[config.mk]
export PLATFORM = sky130hd
export DESIGN_NAME = instr_decode
export DESIGN_NICKNAME = d
export VERILOG_FILES = /design/src/rtl/instr_decode.sv
export SDC_FILE = /design/constraint.sdc
export NUM_CORES = 1
export LEC_CHECK = 0
export CAP_MARGIN = 40
export CORE_UTILIZATION = 35
export DETAILED_ROUTE_END_ITERATION = 8
export GPL_TIMING_DRIVEN = 0
export PLACE_DENSITY_LB_ADDON = 0.08
export SYNTH_ARGS = -nofsm -noshare
export SYNTH_HDL_FRONTEND = slang
export SYNTH_SLANG_ARGS = --single-unit
export TNS_END_PERCENT = 10
[constraint.sdc]
create_clock -name clk -period 2.97 [get_ports clk]
set_clock_uncertainty 0.05 [all_clocks]
set_input_delay 0.891 -clock clk [delete_from_list [all_inputs] [get_ports clk]]
set_output_delay 0.891 -clock clk [all_outputs]
set_load 0.1 [all_outputs]
[src/rtl/instr_decode.sv]
// Issue-stage RV32I decoder feeding the ALU operand-select/control interface.
// Registers decode results on each fetch handshake, then follows the ALU's
// two-edge latency on branches/jumps so take_branch can be sampled in RESOLVE
// and turned into a one-cycle fetch redirect.
// Optional feature macro: DECODE_ILLEGAL_TRAP_EN (illegal opcode -> HALT + illegal flag).
// ALU/select encodings below must match the ALU's constant table.
//
// state   | meaning
// RUN     | accepting instructions, one per cycle
// WAIT1   | control-flow issued, ALU registering control; JALR target captured
// WAIT2   | ALU computing take_branch
// RESOLVE | take_branch valid; redirect fetch if taken (jumps always)
// HALT    | illegal opcode trapped, stalled until reset (macro only)
module instr_decode (
    input  logic        clk,
    input  logic        reset,
    input  logic        instr_valid,
    output logic        instr_ready,
    input  logic [31:0] instr,
    input  logic [31:0] instr_pc,
    output logic [4:0]  rs1_addr,
    output logic [4:0]  rs2_addr,
    output logic [4:0]  rd_addr,
    output logic        rd_we,
    output logic [4:0]  control,
    output logic [1:0]  imm_en,
    output logic [11:0] imm,
    output logic [19:0] imm_U_J,
    output logic [31:0] pc,
    output logic        issue_valid,
    input  logic [31:0] rs1_data,
    input  logic        take_branch,
    output logic        redirect_valid,
`ifdef DECODE_ILLEGAL_TRAP_EN
    output logic        illegal,
`endif
    output logic [31:0] redirect_pc
);

    localparam logic [4:0] ALU_ADD_I = 5'd0,  ALU_SUB   = 5'd1,  ALU_SLL   = 5'd2;
    localparam logic [4:0] ALU_SLT   = 5'd3,  ALU_SLTU  = 5'd4,  ALU_XOR   = 5'd5;
    localparam logic [4:0] ALU_SRL   = 5'd6,  ALU_SRA   = 5'd7,  ALU_OR    = 5'd8;
    localparam logic [4:0] ALU_AND   = 5'd9,  ALU_LUI   = 5'd10, ALU_AUIPC = 5'd11;
    localparam logic [4:0] ALU_BEQ   = 5'd12, ALU_BNE   = 5'd13, ALU_BLT   = 5'd14;
    localparam logic [4:0] ALU_BGE   = 5'd15, ALU_BLT_U = 5'd16, ALU_BGE_U = 5'd17;
    localparam logic [4:0] ALU_JAL_R = 5'd18;
    localparam logic [1:0] ALU_READ_RS2 = 2'd0, ALU_READ_IMM = 2'd1, ALU_READ_IMM_U = 2'd2;

    localparam logic [6:0] OP_LUI = 7'b0110111, OP_AUIPC = 7'b0010111, OP_JAL   = 7'b1101111;
    localparam logic [6:0] OP_JALR = 7'b1100111, OP_BRANCH = 7'b1100011, OP_LOAD = 7'b0000011;
    localparam logic [6:0] OP_STORE = 7'b0100011, OP_IMM = 7'b0010011, OP_REG = 7'b0110011;
    localparam logic [6:0] OP_FENCE = 7'b0001111, OP_SYSTEM = 7'b1110011;

    typedef enum logic [2:0] {S_RUN, S_WAIT1, S_WAIT2, S_RESOLVE, S_HALT} state_t;

    state_t      state, state_nxt;
    logic        ready_arm;
    logic        transfer;
    logic        jump_q, jalr_q, illegal_q;
    logic [31:0] target_q;

    logic [4:0]  d_rs1, d_rs2, d_rd, d_ctrl;
    logic [1:0]  d_sel;
    logic [11:0] d_imm;
    logic        d_we, d_cf, d_jump, d_jalr, d_illegal;
    logic [31:0] d_target, b_off, j_off;
    logic [2:0]  funct3;

    assign transfer = instr_valid && instr_ready;
    assign funct3   = instr[14:12];
    assign b_off    = {{19{instr[31]}}, instr[31], instr[7], instr[30:25], instr[11:8], 1'b0};
    assign j_off    = {{11{instr[31]}}, instr[31], instr[19:12], instr[20], instr[30:21], 1'b0};

    // Decode the presented instruction into the values to register on transfer.
    always_comb begin
        d_rs1     = instr[19:15];
        d_rs2     = 5'd0;
        d_rd      = instr[11:7];
        d_we      = 1'b0;
        d_ctrl    = ALU_ADD_I;
        d_sel     = ALU_READ_IMM;
        d_imm     = instr[31:20];
        d_cf      = 1'b0;
        d_jump    = 1'b0;
        d_jalr    = 1'b0;
        d_illegal = 1'b0;
        d_target  = instr_pc + b_off;
        case (instr[6:0])
            OP_REG: begin
                d_rs2 = instr[24:20];
                d_sel = ALU_READ_RS2;
                d_we  = 1'b1;
                case (funct3)
                    3'b000:  d_ctrl = instr[30] ? ALU_SUB : ALU_ADD_I;
                    3'b001:  d_ctrl = ALU_SLL;
                    3'b010:  d_ctrl = ALU_SLT;
                    3'b011:  d_ctrl = ALU_SLTU;
                    3'b100:  d_ctrl = ALU_XOR;
                    3'b101:  d_ctrl = instr[30] ? ALU_SRA : ALU_SRL;
                    3'b110:  d_ctrl = ALU_OR;
                    default: d_ctrl = ALU_AND;
                endcase
            end
            OP_IMM: begin
                d_we = 1'b1;
                case (funct3)
                    3'b000:  d_ctrl = ALU_ADD_I;
                    3'b001:  d_ctrl = ALU_SLL;
                    3'b010:  d_ctrl = ALU_SLT;
                    3'b011:  d_ctrl = ALU_SLTU;
                    3'b100:  d_ctrl = ALU_XOR;
                    3'b101:  d_ctrl = instr[30] ? ALU_SRA : ALU_SRL;
                    3'b110:  d_ctrl = ALU_OR;
                    default: d_ctrl = ALU_AND;
                endcase
            end
            OP_LOAD:  d_we = 1'b1;
            OP_STORE: begin
                d_rs2 = instr[24:20];
                d_imm = {instr[31:25], instr[11:7]};
            end
            OP_LUI: begin
                d_rs1  = 5'd0;
                d_sel  = ALU_READ_IMM_U;
                d_ctrl = ALU_LUI;
                d_we   = 1'b1;
            end
            OP_AUIPC: begin
                d_rs1  = 5'd0;
                d_sel  = ALU_READ_IMM_U;
                d_ctrl = ALU_AUIPC;
                d_we   = 1'b1;
            end
            OP_BRANCH: begin
                d_rs2 = instr[24:20];
                d_sel = ALU_READ_RS2;
                d_cf  = 1'b1;
                case (funct3)
                    3'b001:  d_ctrl = ALU_BNE;
                    3'b100:  d_ctrl = ALU_BLT;
                    3'b101:  d_ctrl = ALU_BGE;
                    3'b110:  d_ctrl = ALU_BLT_U;
                    3'b111:  d_ctrl = ALU_BGE_U;
                    default: d_ctrl = ALU_BEQ;
                endcase
            end
            OP_JAL: begin
                d_rs1    = 5'd0;
                d_ctrl   = ALU_JAL_R;
                d_we     = (instr[11:7] != 5'd0);
                d_cf     = 1'b1;
                d_jump   = 1'b1;
                d_target = instr_pc + j_off;
            end
            OP_JALR: begin
                d_ctrl = ALU_JAL_R;
                d_we   = (instr[11:7] != 5'd0);
                d_cf   = 1'b1;
                d_jump = 1'b1;
                d_jalr = 1'b1;
            end
            OP_FENCE, OP_SYSTEM: d_we = 1'b0;
            default: begin
                d_illegal = 1'b1;
                d_rs1     = 5'd0;
                d_rd      = 5'd0;
                d_imm     = 12'd0;
            end
        endcase
    end

    // State register; ready_arm keeps instr_ready low until the first edge after reset.
    always_ff @(posedge clk or negedge reset) begin
        if (!reset) begin
            state     <= S_RUN;
            ready_arm <= 1'b0;
        end else begin
            state     <= state_nxt;
            ready_arm <= 1'b1;
        end
    end

    // Next-state: control flow walks the fixed ALU latency back to RUN.
    always_comb begin
        state_nxt = state;
        case (state)
            S_RUN: begin
                if (transfer) begin
`ifdef DECODE_ILLEGAL_TRAP_EN
                    if (d_illegal)   state_nxt = S_HALT;
                    else if (d_cf)   state_nxt = S_WAIT1;
`else
                    if (d_cf)        state_nxt = S_WAIT1;
`endif
                end
            end
            S_WAIT1:   state_nxt = S_WAIT2;
            S_WAIT2:   state_nxt = S_RESOLVE;
            S_RESOLVE: state_nxt = S_RUN;
            default:   state_nxt = state;
        endcase
    end

    // Outputs: take_branch only matters in RESOLVE; jumps redirect unconditionally.
    always_comb begin
        instr_ready    = ready_arm && (state == S_RUN);
        redirect_valid = (state == S_RESOLVE) && (take_branch || jump_q);
        redirect_pc    = target_q;
    end

    // Decode output registers, loaded on each accepted instruction.
    always_ff @(posedge clk or negedge reset) begin
        if (!reset) begin
            rs1_addr    <= 5'd0;
            rs2_addr    <= 5'd0;
            rd_addr     <= 5'd0;
            rd_we       <= 1'b0;
            control     <= ALU_ADD_I;
            imm_en      <= ALU_READ_IMM;
            imm         <= 12'd0;
            imm_U_J     <= 20'd0;
            pc          <= 32'd0;
            issue_valid <= 1'b0;
            jump_q      <= 1'b0;
            jalr_q      <= 1'b0;
            illegal_q   <= 1'b0;
        end else begin
            issue_valid <= transfer;
            if (transfer) begin
                rs1_addr  <= d_rs1;
                rs2_addr  <= d_rs2;
                rd_addr   <= d_rd;
                rd_we     <= d_we;
                control   <= d_ctrl;
                imm_en    <= d_sel;
                imm       <= d_imm;
                imm_U_J   <= instr[31:12];
                pc        <= instr_pc;
                jump_q    <= d_jump;
                jalr_q    <= d_jalr;
                illegal_q <= d_illegal;
            end
        end
    end

    // Redirect target: PC-relative at decode, JALR rebased on rs1_data during WAIT1.
    always_ff @(posedge clk or negedge reset) begin
        if (!reset) begin
            target_q <= 32'd0;
        end else if (transfer) begin
            target_q <= d_target;
        end else if (state == S_WAIT1 && jalr_q) begin
            target_q <= (rs1_data + {{20{imm[11]}}, imm}) & ~32'd1;
        end
    end

`ifdef DECODE_ILLEGAL_TRAP_EN
    assign illegal = illegal_q;
`else
    logic unused_illegal;
    assign unused_illegal = illegal_q;
`endif

endmodule

# Word-level counts from Yosys, hierarchy flattened
# Cells that the tools add are included.
# word_totals
reg_bits,126
inputBits,100
output_inout_bits,122
elab_cells,82
# op_classes
add_sub_neg,3
n_eq_ne,23
muxes,21
n_reduce_logical,20
# ops
op,count
$add 32x32->32,3
$mux 32,3
$pmux 4 s7,2
$pmux 5 s6,1
$eq 7x7->1 const B,4
$pmux 5 s5,1
$pmux 12 s2,1
$eq 7x6->1 const B,3
$mux 5,3
$eq 7x5->1 const B,2
$eq 3x2->1 const B,4
$eq 3x3->1 const B,4
$pmux 3 s4,1
$reduce_or 11->1,1
$reduce_or 10->1,1
$reduce_or 8->1,1
$eq 7x2->1 const B,1
$eq 7x4->1 const B,1
$eq 3x1->1 const B,2
$logic_not 3->1,2
$mux 3,2
$reduce_or 2->1,3
$reduce_or 3->1,2
$mux 1,5
other kinds (10),14

# Logic depth before layout (Yosys ltp)
# Gate-level depths: netlist of run 1.
# logic_depth
ltp_word,6
ltp_mapped,20
mapped_depth_nobuf,18

# Least setup slack after synthesis of run 1
# Ideal clock, no wire load.
# synth_timing
path_kind,in2reg
start,in instr[6]
end,reg target_q[24] (netlist: redirect_pc[24])
setup_time_ps,143
arrival_time_ps,4329
t_required_ps,2777
path_slack_ps,-1552
cell_stages,18
path_buffers,2
cell_sequence,clkbuf_1 -> inv_1 -> nor2_1 -> nand3_1 -> or2_2 -> nor2_1 -> clkbuf_1 -> a21o_1 -> ha_1 -> a21o_2 -> a31oi_1 -> o21ai_1 -> a2111oi_4 -> a21oi_2 -> a221o_1 -> a21oi_2 -> xnor2_1 -> a22oi_1
# synth_via
elab_chain_cells,3
# synth_rtl
element,line,text
start: declaration,19,"input logic [31:0] instr,"
$eq 7x7->1,88,case (instr[6:0])
$mux 32,88,
$mux 32,250,end else if (transfer) begin
end signal: assignment,251,target_q <= d_target;
end signal: assignment,253,"target_q <= (rs1_data + {{20{imm[11]}}, imm}) & ~32'd1;"
end: declaration,60,logic [31:0] target_q;
# Every way passes these cells.
# A chain may end at the register's enable or synchronous reset.

# Worst setup path after layout of run 1
# layout_timing
start,in instr[6]
end,reg target_q[27] (netlist: redirect_pc[27])
# Same word-level chain as after synthesis.

==> impl_metrics.tcl, run 1 <==
set metrics [dict create \
    status "finished, violations left" \
    violations "setup timing" \
    dieArea_mm2 0.0253 \
    power_frac_seq_pct 17.4 \
    first_iter_violations 571 \
    irDropWorstVdd_v 0.000861 \
    ys_seq_area_share_pct 36.3 \
    portBuffers 216 \
    sw_frac_of_total_pct 51.7 \
    cts-root-buf "clkbuf_16" \
    synth_edf_count 0 \
    power_mw 15.9 \
    totalWireLength_um 33700 \
    synth_area_mm2 0.00862 \
    multi_input_area_mm2 0.00573 \
    register_area_mm2 0.00313 \
    cts.clk_slew.worst_paths_ns 0.07 \
    design.core.area_mm2 0.0242 \
    tritoncts "yes" \
    start_util_pct 35.5 \
    final_cell_mix "248 x nand2_1, 208 x clkdlybuf4s50_1, 124 x dfrtp_1" \
    setup_viol 39 \
    postRouteAntennaNets 0 \
    place_congestion 0.861 \
    cellInternalPower_mw 7.68 \
    critPathLaunchType "input pin" \
    io_pins 222 \
    synth.net_count 1214 \
    htreeDepth 4 \
    clkPwrFrac_pct 14.1 \
    synth_seq_cells 125 \
    endpoint_kind "flip-flop" \
    cts_buffers 17 \
    worst_pin_slew_ns 0.887 \
    setup_slack_ns -0.945 \
    yosysTopAreaCellShare_pct 36.0 \
    reg2reg_depth 12 \
    hp-class "in2async" \
    max_cap_violations 0 \
    clockBufferDepth 2 \
    yosysUniqueCellTypes 72 \
    grt.overflow.total 0 \
    rsz0062_at_grt "yes" \
    detailed_place_hpwl_um 25600 \
    ys_dominant_reg_cell "dfrtp_1" \
    antenna_found_initial 1 \
    clkLatencyLatePin_ns 0.43 \
    layout_commonest_cell "nand2_1" \
    yosys.area.top_type "dfrtp_1" \
    wl_per_cell_um 19.0 \
    first_pass_iters 5 \
    utilization_pct 61.3 \
    yosys-top-cells-area "dfrtp_1 36%, nand2_1 11%, ha_1 9.7%" \
    yosysWarnings 0 \
    criticalPathCategory "in2reg" \
    cts.sinks 125 \
    grt_max_degree 65 \
    n_fill_cell 2072 \
    r2r-start "imm[11]" \
    drc 0 \
    pwr-share-comb_pct 68.4 \
    regToRegEndpoint "redirect_pc[30]" \
    grt_pass1_vias 9380 \
    hold_violations 0 \
    r2r_slack_ns -0.30 \
    syn_inst 1045 \
    switchingPower_mw 8.21 \
    crit_path_max_fanout 4 \
    finalSetupTns_ns -14.53 \
    fin_crit_ns 3.92 \
    finalMaxSlewViolations 0 \
    drive_above_1_share_pct 20.9 \
    fmax_mhz 255 \
    vias 9341 \
    track_usage_pct 26.8 \
    avgSynthCellArea_um2 8.25 \
    powerDensity_mw_per_mm2 1070 \
    nets 1608 \
    syn2layout_area_growth_pct 72.4 \
    period_share_pct 132 \
    p_leak_nw 6.62 \
    crit_required_ns 3.23 \
    die_w_um 159 \
    grt_pass1_wl_um 52700 \
    synth-async-reset-ratio_pct 100 \
    viasPerCell 5.26 \
    cp.arrival_ns 4.18 \
    fp-row-count 57 \
    max-slew-margin-rel_pct 40.2 \
    cts_hold_buf 0 \
    dieHeight_um 159 \
]
==> layer usage <==
| layer | vias up | wire length (um) | part of all wire (%) | global-route usage [%] |
|---|---|---|---|---|
| met4 | 0 | 770 | 2.3 | 7.69 |
| met2 | 284 | 15800 | 47 | 43.9 |
| met1 | 4499 | 15600 | 46 | 36.3 |
| met3 | 57 | 1520 | 4.5 | 4.39 |
| met5 | - | 0 | 0 | 0 |
| li1 | 4501 | - | - | - |
==> worst max-delay path, stage by stage <==
cell and delay [ns]:
clkbuf_16 0.12, inv_8 0.03, nor2_4 0.12, nand3_4 0.10, nor2_4 0.15, nand2_4 0.10
nand2_2 0.09, nand2_2 0.07, ha_4 0.17, fa_2 0.41, a211oi_4 0.28, o21ai_2 0.12
a32oi_4 0.35, o221ai_4 0.18, o41ai_4 0.38, o21ai_1 0.13, xor2_1 0.19, mux2_2 0.27
==> registers in the layout, indices dropped and copies added (netlist names) <==
| register | count |
|---|---|
| ready_arm | 1 |
| jalr_q | 1 |
| rs2_addr | 5 |
| redirect_pc | 32 |
| issue_valid | 1 |
| control | 5 |
| imm_U_J | 20 |
| state | 2 |
| rd_addr | 5 |
| pc | 32 |
| imm | 12 |
| jump_q | 1 |
| rd_we | 1 |
| imm_en | 2 |
| rs1_addr | 5 |
==> how the worst max path moves through the flow <==
| stage | slack, ns | startpoint | to |
|---|---|---|---|
| final | -0.95 | instr[6] | redirect_pc[27] |
| after global routing | -1.10 | instr[6] | redirect_pc[31] |
| after CTS | -0.84 | instr[2] | redirect_pc[31] |
| after detailed placement | -2.26 | instr[2] | redirect_pc[31] |
| after global placement | -4.34 | reset | pc[30] |
| after floorplan | -1.14 | instr[6] | redirect_pc[27] |
==> logic make-up after synthesis <==
| family | Yosys count | synth area share (%) |
|---|---|---|
| and+or+nand+nor | 409 | 20.2 |
| AOI/OAI and AO/OA | 322 | 25.0 |
| DFF | 125 | 36.3 |
| adders and majority gates | 69 | 10.2 |
| buffers and inverters | 68 | 3.06 |
| xor gates and xnor gates | 49 | 4.98 |
| muxes | 2 | 0.261 |
| other | 1 | 0.0435 |
==> power groups by stage <==
stage / Combinational (mW) / Sequential, mW / Clock [mW]
3_5_place_dp: 10.7 / 2.78 / 0
4_1_cts: 10.8 / 2.77 / 2.27
5_1_grt: 11.3 / 2.84 / 2.33
3_3_place_gp: 8.14 / 2.80 / 0
6_report: 10.9 / 2.77 / 2.25
2_1_floorplan: 1.67 / 7.18 / 0
==> through the flow <==
step                hold slack, ns  worst slack, ns  cells  instance area, um2
finish                       0.384           -0.945   1777               14900
global route                 0.433            -1.10   1777               14900
CTS                          0.401           -0.839   1759               14500
detailed placement           0.411            -2.26   1710               13500
global placement             0.409            -4.34   1585               11300
floorplan                    0.401            -1.14   1045                8710
==> Yosys cell counts, drive strengths merged (9+ instances only) <==
cell and instances:
nor2b 10, inv 18, dfrtp 124, nor2 63, o21a 11, xor2 26
ha 67, nand2 259, xnor2 23, clkbuf 38, nand4 10, nor3 18
buf 12, a21oi 71, and2 9, a211oi 27, a31oi 11, a21o 36
nand3 11, o21ai 92
==> final cells by class <==
type | count | area share (%)
antenna | 1 | 0.0168
buffer | 49 | 1.68
clock buffer | 18 | 2.89
clock inverter | 14 | 1.25
inverter | 18 | 0.505
multi-input combinational | 852 | 38.6
sequential | 125 | 21.1
tap | 324 | 2.73
timing repair buffer | 376 | 31.3
==> timing repair <==
action	4_1_cts	5_1_grt
resized for setup	78	47
setup buffers	17	17
gates cloned	1	0
pin swaps	45	51
setup endpoints to repair	68	75
Power figures use the tool's default switching activity.
==> run 2, diff against run 1 <==
- GPL_ROUTABILITY_DRIVEN: unset -> 0
- SLEW_MARGIN: unset -> 20
==> impl_metrics.tcl, run 2 (synthesis gave the netlist of run 1 again) <==
set metrics [dict create \
    htreeDepth 4 \
    track_usage_pct 26.7 \
    cts.clk_slew.worst_paths_ns 0.07 \
    endpoint_kind "flip-flop" \
    grt_max_degree 65 \
    crit_chain "clkbuf_16, inv_8, nor2_4, nand3_4, or2_4, nor2_4, buf_8, nand2_4, nand2_4, ha_4, fa_2, a211oi_4, o21ai_2, a32oi_4, o21ai_2, a21oi_2, o21ai_2, a221oi_2, xor2_1, a21oi_1" \
    die_w_um 159 \
    worst_pin_slew_ns 0.907 \
    io_pins 222 \
    rsz0062_at_grt "yes" \
    first_iter_violations 585 \
    n_fill_cell 2082 \
    grt_pass1_wl_um 52700 \
    setup_viol 22 \
    hp-class "in2async" \
    cts_buffers 17 \
    start_util_pct 35.5 \
    max_stage_delay_ns 0.39 \
    status "finished, violations left" \
    detailed_place_hpwl_um 25600 \
    fmax_mhz 265 \
    r2r_slack_ns -0.30 \
    irDropWorstVdd_v 0.000892 \
    cp.arrival_ns 4.01 \
    startpoint "instr[6]" \
    syn2layout_area_growth_pct 71.2 \
    setup.worst_path.end "redirect_pc[29]" \
    wl_per_cell_um 19.2 \
    utilization_pct 60.8 \
    finalMaxSlewViolations 0 \
    final_cell_mix "249 x nand2_1, 207 x clkdlybuf4s50_1, 124 x dfrtp_1" \
    finalSetupTns_ns -11.12 \
    layout_commonest_cell "nand2_1" \
    setup_slack_ns -0.808 \
    drc 0 \
    crit_required_ns 3.20 \
    fin_crit_ns 3.78 \
    cpMostUsedCell "o21ai_2" \
    critPathSlowestCell "fa_2" \
    reg2reg_depth 12 \
    viasPerCell 5.29 \
    p_leak_nw 6.56 \
    powerDensity_mw_per_mm2 1060 \
    clkLatencyLatePin_ns 0.43 \
    period_share_pct 127 \
    placed_cell_area_mm2 0.0135 \
    clockBufferDepth 2 \
    pre_cts_ws_ns -2.27 \
    cts-root-buf "clkbuf_16" \
    power_mw 15.7 \
    dieHeight_um 159 \
    stdcell_count 1771 \
    grt.overflow.total 0 \
    regToRegEndpoint "redirect_pc[26]" \
    totalWireLength_um 33900 \
    critPathLaunchType "input pin" \
    nets 1602 \
    criticalPathCategory "in2reg" \
    portBuffers 216 \
    design.core.area_mm2 0.0242 \
    timing.hold.ws_ns 0.336 \
    dieArea_mm2 0.0253 \
    cts.sinks 125 \
    vias 9366 \
    drive_above_1_share_pct 20.4 \
    r2r-start "imm[11]" \
    max-slew-margin-rel_pct 38.9 \
    fp-row-count 57 \
    violations "setup timing" \
    max_cap_violations 0 \
    crit_path_max_fanout 5 \
    grt_pass1_vias 9430 \
    antenna_found_initial 1 \
    hold_violations 0 \
    dp_cells 1710 \
    first_pass_iters 5 \
    postRouteAntennaNets 0 \
    final_area_mm2 0.0147 \
    tritoncts "yes" \
]
run 2: what timing repair did:
| item | CTS | global route |
|---|---|---|
| setup endpoints to repair | 68 | 50 |
| cloned | 1 | 0 |
| buffers inserted | 21 | 8 |
| pin swaps | 49 | 31 |
| gates resized for setup | 79 | 51 |
| hold buffers | 0 | 0 |
run 2: per-layer routing:
| metal | wire [um] | GRT usage, % |
|---|---|---|
| met5 | 0 | 0 |
| met4 | 724 | 7.56 |
| met3 | 1770 | 4.28 |
| met2 | 16000 | 44.2 |
| met1 | 15500 | 36.0 |
run 2: cell type report:
cell class,count,area [um2],share of cell area [%]
Inverter,18,75.1,0.509
Timing Repair Buffer,371,4600,31.2
Multi-Input combinational cell,852,5730,38.9
Buffer,48,249,1.69
Sequential cell,125,3130,21.2
Tap cell,324,405,2.75
Antenna cell,1,2.50,0.0170
Clock inverter,14,129,0.874
Clock buffer,18,429,2.91
run 2: how the worst min path moves through the flow:
stage | from | endpoint | slack [ns]
2_1_floorplan | jump_q | jump_q | 0.40
3_3_place_gp | pc[10] | pc[10] | 0.41
3_5_place_dp | pc[17] | pc[17] | 0.41
4_1_cts | reset | imm_U_J[9] | 0.36
5_1_grt | reset | rd_addr[2] | 0.38
6_report | reset | imm_U_J[9] | 0.34
run 2: critical path, delay by kind of cell:
kind                     cells  cell delay (ns)
buffers and inverters        3             0.32
XOR/XNOR                     1             0.28
adder cells (fa/ha/maj)      2             0.55
AO/OA/AOI/OAI                8             1.52
AND/OR/NAND/NOR              6             0.43
run 2: power breakdown:
part / switching, mW / internal (mW)
registers: 0.425 / 2.34
clock network: 0.934 / 1.10
logic: 6.88 / 3.99
==> run 3, diff against run 2 <==
- PLACE_DENSITY: unset -> 0.67
- PLACE_DENSITY_LB_ADDON: 0.08 -> unset
==> impl_metrics.tcl, run 3 (synthesis gave the netlist of run 1 again) <==
set metrics [dict create \
    detailed_place_hpwl_um 26300 \
    critPathLaunchType "input pin" \
    antenna_found_initial 0 \
    first_iter_violations 584 \
    critical_path.top_delay_family "compound AO/OA/AOI/OAI gates" \
    endpoint_kind "flip-flop" \
    track_usage_pct 27.5 \
    dieHeight_um 159 \
    grt_pass1_wl_um 54400 \
    max_cap_violations 0 \
    max_stage_delay_ns 0.58 \
    powerDensity_mw_per_mm2 1070 \
    nets 1610 \
    grt_pass1_vias 9905 \
    drive_above_1_share_pct 20.4 \
    cts-root-buf "clkbuf_16" \
    criticalPathCategory "in2reg" \
    power_mw 16.0 \
    crit_required_ns 3.20 \
    portBuffers 216 \
    htreeDepth 4 \
    design.core.area_mm2 0.0242 \
    cts.sinks 125 \
    use_met3_pct 4.36 \
    clockBufferDepth 2 \
    reg2reg_depth 12 \
    drc 0 \
    totalWireLength_um 34900 \
    pre_cts_ws_ns -2.30 \
    grt_util_met1_pct 35.1 \
    critPathSlowestCell "clkdlybuf4s50_1" \
    cts_buffers 17 \
    status "finished, violations left" \
    finalMaxSlewViolations 0 \
    dieArea_mm2 0.0253 \
    syn2layout_area_growth_pct 72.7 \
    fin_crit_ns 3.90 \
    max-slew-margin-rel_pct 43.4 \
    p_leak_nw 6.65 \
    n_antenna_cell 0 \
    grt.overflow.total 0 \
    irDropWorstVdd_v 0.000934 \
    violations "setup timing" \
    fp-row-count 57 \
    vias 9698 \
    grt_max_degree 85 \
    start_util_pct 35.5 \
    die_w_um 159 \
    viasPerCell 5.45 \
    fmax_mhz 256 \
    cts.clk_slew.worst_paths_ns 0.07 \
    regToRegEndpoint "redirect_pc[26]" \
    io_pins 222 \
    crit_path_max_fanout 4 \
    clkLatencyLatePin_ns 0.43 \
    wl_per_cell_um 19.6 \
    use_met2_pct 47.1 \
    postRouteAntennaNets 0 \
    crit_chain "clkdlybuf4s50_1, nand2_4, nand2_4, ha_4, fa_2, a211oi_4, o21ai_2, a32oi_4, o221ai_4, o41ai_4, nor2_1, nor3_2, xnor2_1, o22ai_1" \
    period_share_pct 131 \
    n_fill_cell 1924 \
    hp-class "in2async" \
    layout_commonest_cell "nand2_1" \
    hold_violations 0 \
    setup_viol 24 \
    rsz0062_at_grt "yes" \
    first_pass_iters 9 \
    final_cell_mix "251 x nand2_1, 208 x clkdlybuf4s50_1, 124 x dfrtp_1" \
    r2r_slack_ns -0.22 \
    tritoncts "yes" \
    busiest_layer "met2" \
    setup_slack_ns -0.931 \
    worst_pin_slew_ns 0.848 \
    cp.arrival_ns 4.13 \
    cpMostUsedCell "nand2_4" \
    critical_path_buf_inv_count 1 \
    r2r-start "imm[11]" \
]
## run 3: changes by cell type in the layout (fill, tap and decap cells not counted), sizes merged
cell / change
clkbuf: +2
clkinvlp: -3
buf: +5
dlygate4sd2: +1
dlymetal6s2s: -1
clkinv: +5
bufinv: +2
clkdlybuf4s15: +1
diode: -1
inv: -5
clkdlybuf4s50: +1
## run 3: through the flow
stage	std cells	setup TNS, ns	area, um2	util [%]	hold WS (ns)
4_1_cts	1767	-12.14	14600	60.4	0.298
3_5_place_dp	1710	-69.04	13600	56.0	0.412
6_report	1778	-14.26	14900	61.4	0.288
2_1_floorplan	1045	-17.52	8710	-	0.401
3_3_place_gp	1585	-581.74	11300	46.5	0.409
5_1_grt	1778	-18.33	14900	61.4	0.305
## run 3: cell type report
type                            instances  area (um2)  area share (%)
Tap cell                              324         405            2.72
Clock inverter                         13         143           0.958
Sequential cell                       125        3130            21.0
Inverter                               18        75.1           0.504
Timing Repair Buffer                  378        4760            32.0
Multi-Input combinational cell        852        5670            38.1
Clock buffer                           19         443            2.98
Buffer                                 49         260            1.75
## run 3: layer usage
layer	up-vias	part of all wire, %
met4	0	3.7
met5	-	0
li1	4513	-
met3	97	4.6
met2	388	49
met1	4700	43
## run 3: report_power, final
group | switching [mW] | internal [mW] | leakage (nW)
logic | 6.97 | 4.09 | 4.80
registers | 0.432 | 2.34 | 1.57
clock network | 0.878 | 1.26 | 0.284
total | 8.28 | 7.69 | 6.65
## run 3: how the worst max path moves through the flow
| stage | from | to | slack [ns] | depth (start not counted) |
|---|---|---|---|---|
| after global placement | reset | redirect_pc[25] | -4.13 | 1 |
| final | instr[8] | redirect_pc[31] | -0.93 | 14 |
| after detailed placement | instr[2] | redirect_pc[28] | -2.30 | 18 |
| after floorplan | instr[6] | redirect_pc[27] | -1.14 | 18 |
| after global routing | instr[6] | redirect_pc[31] | -1.11 | 19 |
| after CTS | instr[4] | redirect_pc[30] | -0.88 | 17 |
## run 3: what timing repair did
action | CTS | global route
hold buffers | 0 | 0
buffers inserted | 26 | 11
pin swaps | 44 | 34
gates resized for setup | 76 | 33
setup endpoints to repair | 55 | 38
## run 3: worst register-to-register path, cell delays in order (launching register included)
cell and delay [ns]:
dfrtp_1 0.45, buf_8 0.20, ha_1 0.30, buf_2 0.17, a211oi_1 0.24, o21ai_0 0.13
nor3_1 0.36, a211oi_2 0.17, o32ai_2 0.37, xor2_1 0.20, nor2_1 0.06, a211oi_1 0.27
a21oi_1 0.07
